`src/rtl/mem_arbiter.sv`:
```
// mem_arbiter: shares one memory port between an instruction-fetch requester
// and a data requester. Data has priority; a 2-bit starve counter lets a
// waiting fetch through after STARVE_LIMIT consecutive data grants.
// Optional feature: define MEM_ARBITER_TIMEOUT_EN to abort an access that
// waits TIMEOUT_CYC busy cycles without m_ready (ack with zero data, sticky
// bus_err). Without it, an access waits indefinitely and bus_err is 0.
module mem_arbiter #(
  parameter int unsigned TIMEOUT_CYC  = 15,
  parameter int unsigned STARVE_LIMIT = 3
) (
  input  logic        clk,
  input  logic        reset,
  input  logic        i_req,
  input  logic [63:0] i_addr,
  output logic        i_ack,
  output logic [31:0] i_rdata,
  input  logic        d_req,
  input  logic        d_we,
  input  logic [63:0] d_addr,
  input  logic [63:0] d_wdata,
  output logic        d_ack,
  output logic [63:0] d_rdata,
  output logic        m_valid,
  output logic        m_we,
  output logic [63:0] m_addr,
  output logic [63:0] m_wdata,
  input  logic        m_ready,
  input  logic [63:0] m_rdata,
  output logic        stall_if,
  output logic        stall_mem,
  output logic        bus_err
);

  localparam int unsigned SW = 2;
  localparam logic [1:0] ST_IDLE   = 2'd0;
  localparam logic [1:0] ST_BUSY_I = 2'd1;
  localparam logic [1:0] ST_BUSY_D = 2'd2;
  localparam logic [SW-1:0] STARVE_MAX = SW'(STARVE_LIMIT);

  logic [1:0]    state, state_nxt;
  logic [SW-1:0] starve_cnt, starve_nxt;
  logic          m_valid_nxt, m_we_nxt;
  logic [63:0]   m_addr_nxt, m_wdata_nxt;
  logic          i_ack_nxt, d_ack_nxt;
  logic [31:0]   i_rdata_nxt;
  logic [63:0]   d_rdata_nxt;
  logic          fetch_wins, data_wins;
  logic          done, expired;

  // Priority decision on the raw requests; a requester whose ack is showing
  // this cycle still takes part, it just cannot be granted (see IDLE below).
  assign fetch_wins = i_req && (!d_req || (starve_cnt == STARVE_MAX));
  assign data_wins  = d_req && !fetch_wins;
  assign done       = (state != ST_IDLE) && m_ready;

  // Requester stalls: pending request not yet acknowledged
  assign stall_if  = i_req & ~i_ack;
  assign stall_mem = d_req & ~d_ack;

`ifdef MEM_ARBITER_TIMEOUT_EN
  localparam int unsigned TW = 8;

  logic [TW-1:0] tmo_cnt, tmo_nxt;
  logic          bus_err_nxt;

  assign expired = (state != ST_IDLE) && !m_ready &&
                   (tmo_cnt == TW'(TIMEOUT_CYC - 1));

  // Busy-cycle counter and sticky error flag
  always_comb begin
    tmo_nxt     = '0;
    bus_err_nxt = bus_err | expired;
    if ((state != ST_IDLE) && !done && !expired) tmo_nxt = tmo_cnt + TW'(1);
  end

  // Timeout registers
  always_ff @(posedge clk) begin
    if (reset) begin
      tmo_cnt <= '0;
      bus_err <= 1'b0;
    end else begin
      tmo_cnt <= tmo_nxt;
      bus_err <= bus_err_nxt;
    end
  end
`else
  assign expired = 1'b0;
  assign bus_err = 1'b0;
`endif

  // Next-state and next-output decode
  always_comb begin
    state_nxt   = state;
    starve_nxt  = starve_cnt;
    m_valid_nxt = m_valid;
    m_we_nxt    = m_we;
    m_addr_nxt  = m_addr;
    m_wdata_nxt = m_wdata;
    i_ack_nxt   = 1'b0;
    d_ack_nxt   = 1'b0;
    i_rdata_nxt = i_rdata;
    d_rdata_nxt = d_rdata;
    case (state)
      ST_IDLE: begin
        // The requester being acked this cycle is ignored; if it also wins
        // priority nobody is granted and it drops its request next cycle.
        if (data_wins && !d_ack) begin
          state_nxt   = ST_BUSY_D;
          m_valid_nxt = 1'b1;
          m_we_nxt    = d_we;
          m_addr_nxt  = d_addr;
          m_wdata_nxt = d_wdata;
          if (!i_req)                        starve_nxt = '0;
          else if (starve_cnt != STARVE_MAX) starve_nxt = starve_cnt + SW'(1);
        end else if (fetch_wins && !i_ack) begin
          state_nxt   = ST_BUSY_I;
          m_valid_nxt = 1'b1;
          m_we_nxt    = 1'b0;
          m_addr_nxt  = i_addr;
          m_wdata_nxt = '0;
          starve_nxt  = '0;
        end
      end
      ST_BUSY_I: begin
        if (done || expired) begin
          state_nxt   = ST_IDLE;
          m_valid_nxt = 1'b0;
          m_we_nxt    = 1'b0;
          i_ack_nxt   = 1'b1;
          i_rdata_nxt = done ? m_rdata[31:0] : '0;
        end
      end
      ST_BUSY_D: begin
        if (done || expired) begin
          state_nxt   = ST_IDLE;
          m_valid_nxt = 1'b0;
          m_we_nxt    = 1'b0;
          d_ack_nxt   = 1'b1;
          d_rdata_nxt = (done && !m_we) ? m_rdata : '0;
        end
      end
      default: begin
        state_nxt   = ST_IDLE;
        m_valid_nxt = 1'b0;
        m_we_nxt    = 1'b0;
      end
    endcase
  end

  // State and registered outputs; reset also discards any access in flight
  always_ff @(posedge clk) begin
    if (reset) begin
      state      <= ST_IDLE;
      starve_cnt <= '0;
      m_valid    <= 1'b0;
      m_we       <= 1'b0;
      m_addr     <= '0;
      m_wdata    <= '0;
      i_ack      <= 1'b0;
      d_ack      <= 1'b0;
      i_rdata    <= '0;
      d_rdata    <= '0;
    end else begin
      state      <= state_nxt;
      starve_cnt <= starve_nxt;
      m_valid    <= m_valid_nxt;
      m_we       <= m_we_nxt;
      m_addr     <= m_addr_nxt;
      m_wdata    <= m_wdata_nxt;
      i_ack      <= i_ack_nxt;
      d_ack      <= d_ack_nxt;
      i_rdata    <= i_rdata_nxt;
      d_rdata    <= d_rdata_nxt;
    end
  end

endmodule

```
`config.mk`:
```
export PLATFORM = sky130hd
export DESIGN_NAME = mem_arbiter
export DESIGN_NICKNAME = d
export VERILOG_FILES = /design/src/rtl/mem_arbiter.sv
export SDC_FILE = /design/constraint.sdc
export NUM_CORES = 1
export LEC_CHECK = 0
export ABC_AREA = 1
export CAP_MARGIN = 40
export CELL_PAD_IN_SITES_DETAIL_PLACEMENT = 1
export CELL_PAD_IN_SITES_GLOBAL_PLACEMENT = 2
export CORE_MARGIN = 2
export CORE_UTILIZATION = 20
export CTS_CLUSTER_DIAMETER = 40
export DETAILED_ROUTE_END_ITERATION = 16
export PLACE_DENSITY = 0.8
export SYNTH_ARGS = -nofsm -noshare
export SYNTH_HDL_FRONTEND = slang
export SYNTH_SLANG_ARGS = --single-unit
export TNS_END_PERCENT = 100
```
`constraint.sdc`:
```
create_clock -name clk -period 2.1 [get_ports clk]
set_input_delay 0.42 -clock clk [delete_from_list [all_inputs] [get_ports clk]]
set_output_delay 0.42 -clock clk [all_outputs]
set_load 0.03 [all_outputs]
```
==> flow_summary.yaml, run 1 <==
routing:
  routed-via-count: 10400
  drt_first_iter_violations: 378
  drc: 0
  drtAntennaViolNets: 0
  detailedRoute.firstPassIterationCount: 4
  drt-vias-per-instance: 4.38
  wl_per_cell_um: 17.5
  finalWirelength_um: 41500
final_layout:
  multi_input_comb_area_um2: 3870
  nets: 1997
  post_route_cells_drive_above_1_share_pct: 7.79
  final_core_util_pct: 36.8
  layout.filler_cells: 5361
  ff_latch_area_um2: 4640
  antenna-diode-count: 0
  area_growth_syn_to_layout_pct: 82.1
global_routing:
  grt_max_degree: 103
  globalRouteOverflowTotal: 0
  grt_antenna_before_repair: 2
  grt_use_total_pct: 16.9
  grt_pass1_vias: 10800
  global_route_wire_length_before_repair_um: 62800
floorplan:
  start_util_pct: 20.2
  area_inside_the_core_boundary_um2: 45200
  die_height_um: 218
  die_area_um2: 47400
  floorplan.rows: 78
  design.portCount: 493
  die_width_um: 218
place:
  port_buffers: 491
  dp_worst_setup_slack_ns: -0.0479
  gp_routability_congestion: 0.776
  detailedPlacementHpwl_um: 29600
critical_path:
  critPathLaunchType: "flip-flop"
  timing.critical_path.slowest_cell_delay_ns: 0.73
  crit_type: "reg2out"
  critical_path_endpoint_category: "output pin"
  critical_path_buf_inv_count: 1
  worst-endpoint-required_ns: 1.68
  worst_path_dominant_cell_family: "buffers and inverters"
  crit_fanout: 2
  timing.critical_path.cells: "clkdlybuf4s50_1"
  crit_arrival_ns: 1.62
  critPathSlowestCell: "clkdlybuf4s50_1"
cts:
  cts.path.max_buffers: 3
  cts_hold_repair.buffers: 0
  post_cts.repair.setup_buffers: 0
  tritoncts: "done"
  root_buffer: "clkbuf_16"
  cts_made_buffers: 49
  worstSkewPairLatency_ns: 0.55
  htree_num_levels: 2
  cts.reportedPaths.clkPinSlew_ns: 0.05
  clkSinkCount: 232
yosys:
  average_instance_area_after_synthesis_um2: 7.29
  synth.lib_cells_used.distinct: 18
  synth_area_leaders: "dfxtp_1 (51%), nand2_1 (19%), a21oi_1 (13%), nand3_1 (7.4%), buf_2 (2.2%)"
  synth_instances: 1253
  synth.yosys.seq_area_share_pct: 50.9
  yosys_register_bits: 232
  synth_largest_area_cell: "dfxtp_1"
  syn_nets: 1519
  synth.cell_area_um2: 9130
  synth_top_cell_area_share_pct: 50.9
  yosys_warnings: 0
timing:
  worstMarginPinSlew_ns: 0.537
  final_min_period_over_clock_period_pct: 97.1
  maximum_achievable_frequency_mhz: 491
  timing.max_slew.rel_slack_pct: 64.2
  setup_slack_ns: 0.0615
  layout_min_cycle_time_ns: 2.04
  timing.final.setup_violations: 0
  final.hold.worst_slack_ns: 0.218
  grt_setup_unrepaired: "no"
  timing.final.hold_violations: 0
  tns_ns: 0
  slew_violations: 0
  skew_ns: 0.0104
power:
  cellLeakagePower_nw: 6.36
  power_per_cell_area_nw_per_um2: 1060
  vdd_drop_max_uv: 607
status:
  run_status: "finished clean"
flow_run:
  max_cap_violations: 0
worst_hold_path:
  timing.hold.worst.class: "in2reg"
==> power by group <==
| group | total (mW) | internal, mW | leakage, nW | switching (mW) |
|---|---|---|---|---|
| clock | 8.21 | 5.63 | 0.846 | 2.58 |
| sequential | 5.09 | 4.85 | 1.89 | 0.236 |
| combinational | 4.26 | 1.74 | 3.63 | 2.51 |
| total | 17.6 | 12.2 | 6.36 | 5.33 |
==> synth_stat cells, drive strengths merged <==
master	instances
inv	44
buf	59
dfxtp	232
ha	4
nor2	6
nor3	1
nand2	464
o21ai	32
clkbuf	43
conb	1
nand3	135
a21oi	232
==> flip-flops by register name, summed over array words and instances (netlist names) <==
name,cells
m_we,1
d_ack,1
i_ack,1
i_rdata,32
m_valid,1
m_addr,64
starve_cnt,2
m_wdata,64
state,2
d_rdata,64
==> cells by family (layout without fill, tap and decap cells) <==
kind of cell	after synthesis	in the layout	share of synthesized area, %
AO/OA/AOI/OAI	264	264	14.5
adder cells (fa/ha/maj)	4	4	0.548
buffers and inverters	146	664	7.21
flip-flops	232	232	50.9
other	1	1	0.0411
AND/OR/NAND/NOR	606	606	26.9
==> layer usage <==
layer	track usage, %	vias up	wire length, um
met5	0	-	29
met2	28.7	355	19900
met1	19.5	4920	16700
met4	5.96	4	1050
li1	-	5040	-
met3	6.43	68	3850
==> layout make-up <==
class	instances	share of cell area [%]
Clock inverter	23	2.02
Timing Repair Buffer	529	32.6
Sequential cell	232	27.9
Inverter	44	0.993
Clock buffer	68	8.65
Multi-Input combinational cell	875	23.3
Tap cell	600	4.51
==> through the flow <==
stage | instances | total power, mW | area (um2)
finish | 2371 | 17.6 | 16600
global route | 2371 | 18.4 | 16600
CTS | 2371 | 17.9 | 16600
detailed placement | 2280 | 9.51 | 14800
global placement | 2280 | 9.45 | 14800
floorplan | 1253 | 7.39 | 9130
==> layout by cell type (no fill, tap or decap), types with 12 or more instances in the layout <==
master,netlist,final
clkdlybuf4s50_1,0,474
nand2_1,463,461
dfxtp_1,232,232
a21oi_1,232,231
nand3_1,135,134
clkbuf_16,0,50
inv_1,41,40
o21ai_0,32,32
buf_4,14,23
buf_12,0,17
clkbuf_8,0,12
==> worst paths after layout <==
check                                  from     endpoint  slack [ns]  cells after the start
worst max register to register     state[0]  d_rdata[43]        0.26                      8
worst min register to register  i_rdata[26]  i_rdata[26]        0.44                      2
worst max-delay path             d_rdata[6]   d_rdata[6]        0.06                      1
worst min-delay path                  reset  i_rdata[30]        0.22                      4
==> timing repair <==
item	CTS	global route
pin swaps	0	0
gates resized for setup	6	8
endpoints found under the setup margin	6	8
Power figures use the tool's default switching activity.
==> inputs of run 2 (changes only) <==
--- a/config.mk
+++ b/config.mk
@@ -6,7 +6,6 @@
 export NUM_CORES = 1
 export LEC_CHECK = 0
 export ABC_AREA = 1
-export CAP_MARGIN = 40
 export CELL_PAD_IN_SITES_DETAIL_PLACEMENT = 1
 export CELL_PAD_IN_SITES_GLOBAL_PLACEMENT = 2
 export CORE_MARGIN = 2
==> results of run 2 <==
The final DEF is identical to that of run 1; final timing and power are the same.
